$ cat src/rtl/stopwatch_pkg.sv
// Shared types and default timing constants for the stopwatch key path.
// Defaults assume CLK_50: 10 ms debounce window, 1 s long-press.
package stopwatch_pkg;

    typedef enum logic [1:0] {
        RELEASED,
        PRESS_PEND,
        PRESSED,
        RELEASE_PEND
    } key_state_t;

    localparam int DEBOUNCE_CYCLES_DEFAULT = 500000;
    localparam int LONG_CYCLES_DEFAULT     = 50000000;

endpackage

$ cat src/rtl/stopwatch_key_conditioner_if.sv
// Key bundle between the board pins and the stopwatch.
// master drives raw pins; slave is the conditioner.
interface stopwatch_key_conditioner_if #(
    parameter int NUM_KEYS = 2
);

    logic [NUM_KEYS-1:0] key_raw_n;
    logic [NUM_KEYS-1:0] key_clean_n;
    logic [NUM_KEYS-1:0] press_pulse;
    logic [NUM_KEYS-1:0] release_pulse;
    logic [NUM_KEYS-1:0] long_press;

    modport master (
        output key_raw_n,
        input  key_clean_n,
        input  press_pulse,
        input  release_pulse,
        input  long_press
    );

    modport slave (
        input  key_raw_n,
        output key_clean_n,
        output press_pulse,
        output release_pulse,
        output long_press
    );

endinterface

$ cat src/rtl/stopwatch_key_debounce.sv
// One key channel: 2-flop synchroniser, debounce FSM, long-press timer.
// All outputs are registered; pulses last exactly one clock.
module stopwatch_key_debounce
    import stopwatch_pkg::*;
#(
    parameter int DEBOUNCE_CYCLES = DEBOUNCE_CYCLES_DEFAULT,
    parameter int LONG_CYCLES     = LONG_CYCLES_DEFAULT
) (
    input  logic i_clk,
    input  logic i_rst_n,
    input  logic i_key_raw_n,
    output logic o_key_clean_n,
    output logic o_press_pulse,
    output logic o_release_pulse,
    output logic o_long_press
);

    localparam int DB_W = $clog2(DEBOUNCE_CYCLES);
    localparam int LG_W = $clog2(LONG_CYCLES);

    // Entry cycle is the first stable sample, so the window closes at D-2.
    localparam logic [DB_W-1:0] DB_LAST = DB_W'(DEBOUNCE_CYCLES - 2);
    localparam logic [LG_W-1:0] LG_LAST = LG_W'(LONG_CYCLES - 1);

    logic            r_sync1;
    logic            r_sync2;
    key_state_t      r_state;
    logic [DB_W-1:0] r_db_cnt;
    logic [LG_W-1:0] r_lg_cnt;
    logic            r_lg_fired;
    logic            r_clean_n;
    logic            r_press;
    logic            r_release;
    logic            r_long;

    key_state_t      w_state_nxt;
    logic [DB_W-1:0] w_db_cnt_nxt;
    logic [LG_W-1:0] w_lg_cnt_nxt;
    logic            w_lg_fired_nxt;
    logic            w_clean_nxt;
    logic            w_press_nxt;
    logic            w_release_nxt;
    logic            w_long_nxt;

    always_ff @(posedge i_clk or negedge i_rst_n) begin
        if (!i_rst_n) begin
            r_sync1    <= 1'b1;
            r_sync2    <= 1'b1;
            r_state    <= RELEASED;
            r_db_cnt   <= '0;
            r_lg_cnt   <= '0;
            r_lg_fired <= 1'b0;
            r_clean_n  <= 1'b1;
            r_press    <= 1'b0;
            r_release  <= 1'b0;
            r_long     <= 1'b0;
        end else begin
            r_sync1    <= i_key_raw_n;
            r_sync2    <= r_sync1;
            r_state    <= w_state_nxt;
            r_db_cnt   <= w_db_cnt_nxt;
            r_lg_cnt   <= w_lg_cnt_nxt;
            r_lg_fired <= w_lg_fired_nxt;
            r_clean_n  <= w_clean_nxt;
            r_press    <= w_press_nxt;
            r_release  <= w_release_nxt;
            r_long     <= w_long_nxt;
        end
    end

    always_comb begin
        w_state_nxt    = r_state;
        w_db_cnt_nxt   = r_db_cnt;
        w_lg_cnt_nxt   = r_lg_cnt;
        w_lg_fired_nxt = r_lg_fired;
        w_clean_nxt    = r_clean_n;
        w_press_nxt    = 1'b0;
        w_release_nxt  = 1'b0;
        w_long_nxt     = 1'b0;
        unique case (r_state)
            RELEASED: begin
                if (!r_sync2) begin
                    w_state_nxt  = PRESS_PEND;
                    w_db_cnt_nxt = '0;
                end
            end
            PRESS_PEND: begin
                if (r_sync2) begin
                    w_state_nxt  = RELEASED;
                    w_db_cnt_nxt = '0;
                end else if (r_db_cnt == DB_LAST) begin
                    w_state_nxt  = PRESSED;
                    w_db_cnt_nxt = '0;
                    w_clean_nxt  = 1'b0;
                    w_press_nxt  = 1'b1;
                end else begin
                    w_db_cnt_nxt = r_db_cnt + DB_W'(1);
                end
            end
            PRESSED: begin
                // Fired flag stops the saturated count from re-pulsing.
                if (!r_lg_fired) begin
                    if (r_lg_cnt == LG_LAST) begin
                        w_long_nxt     = 1'b1;
                        w_lg_fired_nxt = 1'b1;
                    end else begin
                        w_lg_cnt_nxt = r_lg_cnt + LG_W'(1);
                    end
                end
                if (r_sync2) begin
                    w_state_nxt  = RELEASE_PEND;
                    w_db_cnt_nxt = '0;
                end
            end
            RELEASE_PEND: begin
                if (!r_sync2) begin
                    w_state_nxt  = PRESSED;
                    w_db_cnt_nxt = '0;
                end else if (r_db_cnt == DB_LAST) begin
                    w_state_nxt    = RELEASED;
                    w_db_cnt_nxt   = '0;
                    w_lg_cnt_nxt   = '0;
                    w_lg_fired_nxt = 1'b0;
                    w_clean_nxt    = 1'b1;
                    w_release_nxt  = 1'b1;
                end else begin
                    w_db_cnt_nxt = r_db_cnt + DB_W'(1);
                end
            end
            default: begin
                w_state_nxt  = RELEASED;
                w_db_cnt_nxt = '0;
            end
        endcase
    end

    assign o_key_clean_n   = r_clean_n;
    assign o_press_pulse   = r_press;
    assign o_release_pulse = r_release;
    assign o_long_press    = r_long;

endmodule

$ cat src/rtl/stopwatch_key_conditioner.sv
// Conditions the stopwatch push-buttons (bit 0 start_stop, bit 1 hold).
// One independent debounce channel per key.
module stopwatch_key_conditioner
    import stopwatch_pkg::*;
#(
    parameter int NUM_KEYS        = 2,
    parameter int DEBOUNCE_CYCLES = DEBOUNCE_CYCLES_DEFAULT,
    parameter int LONG_CYCLES     = LONG_CYCLES_DEFAULT
) (
    input  logic                        CLK_50,
    input  logic                        reset_n,
    stopwatch_key_conditioner_if.slave  keys
);

    logic [NUM_KEYS-1:0] w_clean_n;
    logic [NUM_KEYS-1:0] w_press;
    logic [NUM_KEYS-1:0] w_release;
    logic [NUM_KEYS-1:0] w_long;

    for (genvar g = 0; g < NUM_KEYS; g++) begin : g_key
        stopwatch_key_debounce #(
            .DEBOUNCE_CYCLES (DEBOUNCE_CYCLES),
            .LONG_CYCLES     (LONG_CYCLES)
        ) u_key (
            .i_clk           (CLK_50),
            .i_rst_n         (reset_n),
            .i_key_raw_n     (keys.key_raw_n[g]),
            .o_key_clean_n   (w_clean_n[g]),
            .o_press_pulse   (w_press[g]),
            .o_release_pulse (w_release[g]),
            .o_long_press    (w_long[g])
        );
    end

    assign keys.key_clean_n   = w_clean_n;
    assign keys.press_pulse   = w_press;
    assign keys.release_pulse = w_release;
    assign keys.long_press    = w_long;

endmodule

$ cat src/flat_wrapper.sv
// flat-port wrapper written by rule: the top's interface ports become plain ports
module stopwatch_key_conditioner_flat import stopwatch_pkg::*;
#(
    parameter int NUM_KEYS        = 2,
    parameter int DEBOUNCE_CYCLES = DEBOUNCE_CYCLES_DEFAULT,
    parameter int LONG_CYCLES     = LONG_CYCLES_DEFAULT
)
  (CLK_50, reset_n, keys_key_raw_n, keys_key_clean_n, keys_press_pulse, keys_release_pulse, keys_long_press);
  stopwatch_key_conditioner_if #(.NUM_KEYS(NUM_KEYS)) keys_i ();
  input  logic CLK_50;
  input  logic reset_n;
  input wire logic [$bits(keys_i.key_raw_n)-1:0] keys_key_raw_n;
  output wire logic [$bits(keys_i.key_clean_n)-1:0] keys_key_clean_n;
  output wire logic [$bits(keys_i.press_pulse)-1:0] keys_press_pulse;
  output wire logic [$bits(keys_i.release_pulse)-1:0] keys_release_pulse;
  output wire logic [$bits(keys_i.long_press)-1:0] keys_long_press;
  assign keys_i.key_raw_n = keys_key_raw_n;
  assign keys_key_clean_n = keys_i.key_clean_n;
  assign keys_press_pulse = keys_i.press_pulse;
  assign keys_release_pulse = keys_i.release_pulse;
  assign keys_long_press = keys_i.long_press;
  stopwatch_key_conditioner #(.NUM_KEYS(NUM_KEYS), .DEBOUNCE_CYCLES(DEBOUNCE_CYCLES), .LONG_CYCLES(LONG_CYCLES)) u_core (.CLK_50(CLK_50), .reset_n(reset_n), .keys(keys_i));
endmodule
$ cat config.mk
export PLATFORM = sky130hd
export DESIGN_NAME = stopwatch_key_conditioner_flat
export DESIGN_NICKNAME = d
export VERILOG_FILES = /design/src/rtl/stopwatch_pkg.sv /design/src/rtl/stopwatch_key_conditioner_if.sv /design/src/rtl/stopwatch_key_debounce.sv /design/src/rtl/stopwatch_key_conditioner.sv /design/src/flat_wrapper.sv
export SDC_FILE = /design/constraint.sdc
export NUM_CORES = 1
export LEC_CHECK = 0
export ABC_CLOCK_PERIOD_IN_PS = 2100
export BUFFER_PORTS_ARGS = -buffer_cell sky130_fd_sc_hd__buf_4
export CAP_MARGIN = 20
export CORE_MARGIN = 1
export CORE_UTILIZATION = 45
export DETAILED_ROUTE_END_ITERATION = 6
export HOLD_SLACK_MARGIN = 0.06
export PLACE_DENSITY = 0.7
export SYNTH_ARGS = -nofsm -noshare
export SYNTH_HDL_FRONTEND = slang
export SYNTH_SLANG_ARGS = --single-unit
export TNS_END_PERCENT = 30
$ cat constraint.sdc
create_clock -name CLK_50 -period 2.1 [get_ports CLK_50]
set_clock_uncertainty 0.15 [all_clocks]
set_input_delay 0 -clock CLK_50 [delete_from_list [all_inputs] [get_ports CLK_50]]
set_output_delay 0 -clock CLK_50 [all_outputs]
set_load 0.02 [all_outputs]
Word-level counts from Yosys, hierarchy flattened --
Cells that the tools add are included. W data, S select, Z words.
Storage, ports and cells: ROM bits 0, flip-flop bits (word level) 108, bits in writable memories 0, bits of input ports 4, memories 0, bits in latches 0, output and inout port bits 8, word-level logic and storage cells 138
Operators by class: add/subtract/negate cells 4, eq/ne operators 30, bitwise operators 0, multipliers 0, mux-type cells 68, divide/modulo/power cells 0, magnitude comparators 0, shift operators 0, reductions and logical operators 16
Operators by type and width (number):
- $mux W26 | 8
- $mux W19 | 10
- $pmux W19 S4 | 2
- $pmux W26 S2 | 2
- $add A26 B1 Y26 const B | 2
- $eq A26 B26 Y1 const B | 2
- $add A19 B1 Y19 const B | 2
- $eq A19 B19 Y1 const B | 2
- $ne A2 B2 Y1 const B | 16
- $mux W1 | 28
- $mux W2 | 12
- $reduce_and A5 Y1 | 4
- $pmux W2 S4 | 2
- $ne A3 B3 Y1 const B | 4
- $eq A2 B2 Y1 const B | 4
- $pmux W1 S2 | 4
- $reduce_and A4 Y1 | 2
- $reduce_bool A2 Y1 | 4
- $reduce_and A3 Y1 | 2
- $eq A2 B1 Y1 const B | 2
- $logic_not A2 Y1 | 2
- $reduce_and A2 Y1 | 2

Depth between registers and ports, before layout --
Gate-level depths: netlist of run 1.
word-level depth 4, mapped depth 9, mapped depth without buffers 8

Hierarchy --
From an unflattened synthesis of run 1, not the netlist that was laid out.
Second synthesis, totals: cell total of the unflattened synthesis 646, area total of the unflattened synthesis 5955.7 µm²
Modules (own cells, without submodules):
- stopwatch_key_debounce (u_core.g_key[0].u_key) | instances 1, area an instance 2980.4 µm², cells each 322
- stopwatch_key_debounce (u_core.g_key[1].u_key) | instances 1, area an instance 2975.4 µm², cells each 324

Worst setup path after synthesis of run 1 --
No wires, ideal clock.
path kind reg-to-reg, start point register u_core.g_key[0].u_key.r_db_cnt[0], end point register u_core.g_key[0].u_key.r_db_cnt[17], slack 0.021 ns, data required time 1.881 ns, library setup time 0.069 ns, stages on the path, launching flop included 10, path buffers 2, data arrival time 1.860 ns, period minus slack after synthesis 2.079 ns, cell sequence dfrtp_1 -> inv_1 -> ha_1 -> and3_1 -> and3_1 -> buf_2 -> a21o_1 -> buf_6 -> or4_1 -> nand3_1
On the way: word-level cells in the longest chain between the ends 4
RTL lines:
- start: declaration | line stopwatch_key_debounce.sv:28 | logic [DB_W-1:0] r_db_cnt;
- start signal: assignment | line stopwatch_key_debounce.sv:61 | r_db_cnt <= w_db_cnt_nxt;
- $add A19 B1 Y19 / $eq A19 B19 Y1 (equally long branches)
- $mux W19 (*) | line stopwatch_key_debounce.sv:91, stopwatch_key_debounce.sv:119
- $mux W19, on equally long branches | line stopwatch_key_debounce.sv:116, stopwatch_key_debounce.sv:88
- $pmux W19 S4 (*) | line stopwatch_key_debounce.sv:80 | unique case (r_state)
Mark *: on every way between the ends. The rest lies on a longest branch, timed or not. A chain may end at the register's enable or synchronous reset.

Worst setup path in the final report of run 1 --
start point register u_core.g_key[0].u_key.r_db_cnt[1], end point register u_core.g_key[0].u_key.r_db_cnt[17]
Same word-level chain as after synthesis.

==> metrics, run 1 <==
worst hold slack approximately 0.064 ns; startpoint class of the critical path register; Die Wd 116.6 um; Post-DRT Antenna Nets 0; Final Non-Filler Cells 878; row cnt 41; CP endpoint kind register; Total GRT Usage a little over a fifth; share of cells above drive strength 1 27.05%; CTS tree yes; via count 5097; Final period util 99.92%; critical path required time 2.24 ns; grt total ovfl 0; Cells after DPL 843; Mapped Nets 624; post-synthesis sequential area ratio a little under half; fin nets approximately 700; GPL Wtd Cong approximately 0.83; status finished clean; highest-count cells in the layout ignoring fill and taps 98 x buf_4, 95 x dfrtp_1, 64 x nand2_1; synthesis-stage register bit count 108; TritonRoute pass-1 iters 5; io pins 12; first-pass GRT wire length roughly 22000 um; Fin. Hold Viols 0; Netlist cell types 67; # fillers 1099; Post-Route WL approximately 14000 um; Root Buffer clkbuf_16; largest net degree at the start of global routing 65; register clock-pin slew on the reported worst setup and hold paths 0.07 ns; Max Slew Vio Count 0; leakage power ~3.2 nW; synthesized area per cell 9.620 sq um; Routed wire per std cell 15.98 um; clk buf depth 2; Port Buffers 11; relative slew slack 54.10%; hpwl dp 9034 um; Num CTS Buffers 9; synthesized instance count roughly 600; HP Class in2async; Die Ht 116.6 um; Layout Area Growth over Synthesis 24.89%; peak supply drop between 0.5 and 0.6 mV; RSZ-0062 raised after global routing true; yosys warns 0; vias in the first global route a little under 5000; P per Cell Area 660.7 nW/um^2; CORE AREA 12720 sq um; die area 13590 sq um; Period minus WS final ~2.1 ns; Netlist Area Pre-Place 5907 sq um; Skew-Pair Late Insertion Delay 0.36 ns; max cap viols 0; CTS Sinks 108; Crit Path Category reg2reg; initial antenna violation count 0; Setup Viol. Count Final 0; reg2reg setup slack 0.002 ns; # H-tree levels 3; fmax 476.6 MHz; end-of-flow core utilization 57.99%; CP Max Fanout 6; Initial Utilization approximately 46%; vias per cell slightly below 6; remaining routing DRC violations 0; worst-margin pin slew just under 0.7 ns; commonest non-fill, non-tap cell in the layout buf_4; initial DRC count around 390; Arr. time, crit path 2.24 ns; antenna cells 0
==> cells by family (layout without fill, tap and decap cells) <==
logic type      count (synthesis)  after routing  synth area share (%)
fa+ha+maj                       6              6                 1.271
flops                         108            108                 45.88
mux                             5              5                0.8473
compound gates                153            154                 16.23
simple gates                  281            281                 29.21
buf+inv                        48            139                 4.639
xor+xnor                       13             13                 1.928
==> per-stage QoR <==
stage / worst slack [ns] / power, W / cell area [sq um] / TNS [ns]
finish: 0.001782 / 0.004874 / 7377 / 0
global route: -0.08777 / 0.005076 / 7377 / -1.570
CTS: -0.07132 / 0.004854 / 7036 / -0.1325
detailed placement: -0.2156 / 0.002901 / 6630 / -2.351
global placement: -0.1045 / 0.002875 / 6630 / -0.5684
floorplan: 0.02105 / 0.002653 / 5907 / 0
==> synth_stat cells (all sizes together) <==
cell,n,area (sq um)
a211o,1,8.760
a21o,6,45.04
a21oi,48,247.7
a22o,4,35.03
a2bb2oi,1,8.760
a31o,2,17.52
a31oi,21,131.4
a41oi,6,52.55
and2,7,43.80
and3,15,93.84
and4,7,61.31
and4bb,2,25.02
buf,29,202.7
clkbuf,5,18.77
dfrtp,102,2552
dfstp,6,157.7
ha,6,75.07
inv,14,52.55
mux2i,5,50.05
nand2,66,247.7
nand2b,8,50.05
nand3,46,245.2
nand3b,1,7.510
nand4,22,171.4
nand4b,1,8.760
nand4bb,3,50.05
nor2,29,113.9
nor3,13,81.33
nor3b,3,27.52
nor4,11,162.7
nor4b,2,17.52
nor4bb,3,30.03
o211ai,17,132.6
o21ai,34,170.2
o21ba,1,10.01
o2bb2ai,1,8.760
o311ai,1,8.760
o31ai,9,72.57
o41ai,1,8.760
or2,6,37.54
or3,18,112.6
or4,17,127.6
or4b,1,10.01
xnor2,2,17.52
xor2,11,96.34
==> final timing paths <==
kind	cells past startpoint	to	start
max in group asynchronous	4	u_core.g_key[0].u_key.r_lg_cnt[16]	reset_n
worst min-delay path	2	u_core.g_key[1].u_key.r_sync1	reset_n
worst min register to register	0	u_core.g_key[1].u_key.r_sync2	u_core.g_key[1].u_key.r_sync1
worst max-delay path	7	u_core.g_key[0].u_key.r_db_cnt[17]	u_core.g_key[0].u_key.r_db_cnt[1]
worst max register to register	7	u_core.g_key[0].u_key.r_db_cnt[17]	u_core.g_key[0].u_key.r_db_cnt[1]
min in group CLK_50	2	u_core.g_key[0].u_key.r_sync1	keys_key_raw_n[0]
==> sequential cells by signal, indices dropped and copies added, names as in the netlist, named ones only <==
name / flops
u_core.g_key.u_key.o_key_clean_n: 2
u_core.g_key.u_key.o_long_press: 2
u_core.g_key.u_key.o_press_pulse: 2
u_core.g_key.u_key.o_release_pulse: 2
u_core.g_key.u_key.r_db_cnt: 38
u_core.g_key.u_key.r_lg_cnt: 52
u_core.g_key.u_key.r_lg_fired: 2
u_core.g_key.u_key.r_state: 2
u_core.g_key.u_key.r_sync1: 2
u_core.g_key.u_key.r_sync2: 2
==> layout make-up <==
| cell class | count | area, sq um | area share (%) |
|---|---|---|---|
| sequential | 108 | 2719 | 36.86 |
| timing repair buffer | 109 | 910.9 | 12.35 |
| clock buffer | 11 | 232.7 | 3.155 |
| clock inverter | 5 | 100.1 | 1.357 |
| tap | 172 | 215.2 | 2.917 |
| multi-input combinational | 459 | 3147 | 42.66 |
| inverter | 14 | 52.55 | 0.7123 |
==> critical path, stage by stage (launching register included) <==
cell     delay, ns
dfrtp_1       0.39
ha_1          0.18
and3_1        0.16
and3_4        0.19
buf_4         0.15
a21o_4        0.24
or4_4         0.49
nand3_2       0.09
==> repair_timing <==
| item | 4_1_cts | 5_1_grt |
|---|---|---|
| setup buffers | 0 | 10 |
| gates cloned | 0 | 4 |
| hold endpoints to repair | 106 | 0 |
| setup endpoints to repair | 37 | 71 |
| gates resized for setup | 7 | 41 |
| hold buffers | 4 | 0 |
| pin swaps | 0 | 18 |
==> report_power, final <==
part | internal (W) | switching (W)
logic | 0.000291 | 0.000446
clock network | 0.00116 | 0.000760
registers | 0.00215 | 0.0000664
total | 0.00360 | 0.00127
==> layer usage <==
layer	wire length, um	vias to the layer above	track usage (%)
li1	-	2479	-
met1	6333	2514	26.20
met2	7099	90	36.02
met3	441	14	4.307
met4	152	0	6.498
met5	0	-	0
(Power assumes the default switching activity.)
==> inputs of run 2 (changes only) <==
CTS_BUF_LIST = sky130_fd_sc_hd__clkbuf_2   (was not set)
==> run 2 against run 1 <==
  * The run now ends with setup timing left
  * Worst hold slack better by 0.13 ns
  * Cell count rose by 0.23%
  * Fmax shrank 1.0%
  * Die area stayed put
  * Final area shrank 2.5%
  * Flip-flop and latch count unchanged
  * Sequential share of layout area rose by 0.89 points
  * First-iteration DRC count is 8.5% higher
  * Largest cell class unchanged
  * Highest routed layer unchanged
==> metrics, run 2 (synthesized netlist as in run 1, its figures left out) <==
Final Non-Filler Cells 880; antenna cells 0; Final period util 101.0%; CP delay by family, top simple AND/OR/NAND/NOR gates; Layout Area Growth over Synthesis 21.82%; CP endpoint kind register; via count 5103; Crit Path Category reg2reg; Top Registers u_core.g_key.u_key.r_lg_cnt (52), u_core.g_key.u_key.r_db_cnt (38); Post-DRT Antenna Nets 0; vias per cell 5.799; Die Wd about 120 um; CORE AREA approximately 13000 sq um; RSZ-0062 raised after global routing true; share of cells above drive strength 1 27.54%; status finished with violations; Fin. Hold Viols 0; crit path launch u_core.g_key[0].u_key.r_db_cnt[1]; initial DRC count 421; design area 7196 sq um; CP Max Fanout 5; largest net degree at the start of global routing 65; grt total ovfl 0; HP Class in2async; clk buf depth 2; peak supply drop 0.4000 mV; commonest non-fill, non-tap cell in the layout buf_4; worst-margin pin slew 0.6717 ns; row cnt a little over 40; critical path required time 2.51 ns; final setup margin -0.02047 ns; # H-tree levels 3; GPL Wtd Cong 0.8305; violated checks setup timing; most frequent CP cell and3_4; largest reg by FF count u_core.g_key.u_key.r_lg_cnt; Num CTS Buffers 9; max cap viols 0; highest-count cells in the layout ignoring fill and taps 100 x buf_4, 97 x dfrtp_1, 64 x nand2_1; startpoint class of the critical path register; Routed wire per std cell 15.35 um; fmax 471.6 MHz; Setup Viol. Count Final 1; # fillers 1127; Cells after DPL approximately 840; P per Cell Area between 500 and 600 nW/um^2; Crit-path slowest cell or4_4; relative slew slack 55.12%; Root Buffer clkbuf_2; Post-Route WL 13510 um; CP Cell Sequence ha_1 -> and3_4 -> and3_4 -> buf_4 -> a21o_4 -> or4_4 -> nand3_2; Die Ht around 120 um; Reg-to-Reg Start u_core.g_key[0].u_key.r_db_cnt[1]; Period minus WS final 2.120 ns; fin nets between 700 and 800; Max Slew Vio Count 0; leakage power between 3 and 4 nW; vias in the first global route 4810; max FFs per register 52; initial antenna violation count 0; CTS Sinks 108; Arr. time, crit path 2.53 ns; Post-Place Cell Area between 6000 and 7000 sq um; TritonRoute pass-1 iters 5; io pins 12; remaining routing DRC violations 0; crit-path max cell delay roughly 0.5 ns; first-pass GRT wire length approximately 22000 um; register clock-pin slew on the reported worst setup and hold paths about 0.27 ns; total power just over 0.004 W; Worst Path Buf+Inv 1; CTS tree yes; Skew-Pair Late Insertion Delay 0.61 ns; die area roughly 14000 sq um; Total GRT Usage 20.35%; Initial Utilization 46.43%; Port Buffers 11; hpwl dp ~9000 um
## run 2: power by group
group / total, W / internal [W] / leakage, nW / switching (W)
clock: 0.00121 / 0.000518 / 0.0959 / 0.000688
combinational: 0.000715 / 0.000285 / 1.60 / 0.000430
sequential: 0.00222 / 0.00215 / 1.47 / 0.0000616
## run 2: worst reg2reg max path: cells and delay by family, from the launching register on
family,cells,cell delay (ns)
compound gates,1,0.23
simple gates,4,0.91
fa+ha+maj,1,0.18
flops,1,0.46
buf+inv,1,0.15
## run 2: worst paths after layout
check,cells past startpoint,end,slack [ns]
hold / removal,4,u_core.g_key[0].u_key.r_db_cnt[9],0.20
hold reg to reg,0,u_core.g_key[1].u_key.r_sync2,0.23
setup / recovery,7,u_core.g_key[0].u_key.r_db_cnt[17],-0.02
setup reg to reg,7,u_core.g_key[0].u_key.r_db_cnt[17],-0.02
min in group CLK_50,0,u_core.g_key[1].u_key.r_sync2,0.23
max in group asynchronous,5,u_core.g_key[1].u_key.o_key_clean_n,1.00
## run 2: repair_timing
item                                   CTS  global route
pin swaps                                2            15
gates cloned                             0             1
setup endpoints to repair               34            60
setup buffers                            0            13
gates resized for setup                  8            40
endpoints found under the hold margin  110             0
hold buffers                             7             0
## run 2: cell type report
class | count | area [sq um] | share of cell area [%]
clock inverter | 5 | 100.1 | 1.391
timing repair buffer | 112 | 927.1 | 12.88
tap | 172 | 215.2 | 2.991
clock buffer | 11 | 55.05 | 0.7651
multi-input combinational | 458 | 3129 | 43.49
sequential | 108 | 2716 | 37.75
inverter | 14 | 52.55 | 0.7303
## run 2: metal layers
layer  GRT usage (%)  routed length, um
met4           5.063                102
met2           35.15               6770
met1           26.20               6199
met3           4.048                433
met5               0                  0
## run 2: stage by stage
step / utilization (%) / setup WS, ns / hold WS (ns) / TNS (ns)
after floorplan: - / 0.02105 / -0.4456 / 0
after global placement: 52.11 / -0.1045 / -0.2047 / -0.5684
after detailed placement: 52.11 / -0.2156 / -0.2003 / -2.351
after CTS: 54.24 / -0.1044 / 0.1385 / -0.2654
after global routing: 56.56 / -0.07884 / 0.1505 / -1.153
final: 56.56 / -0.02047 / 0.1961 / -0.02047
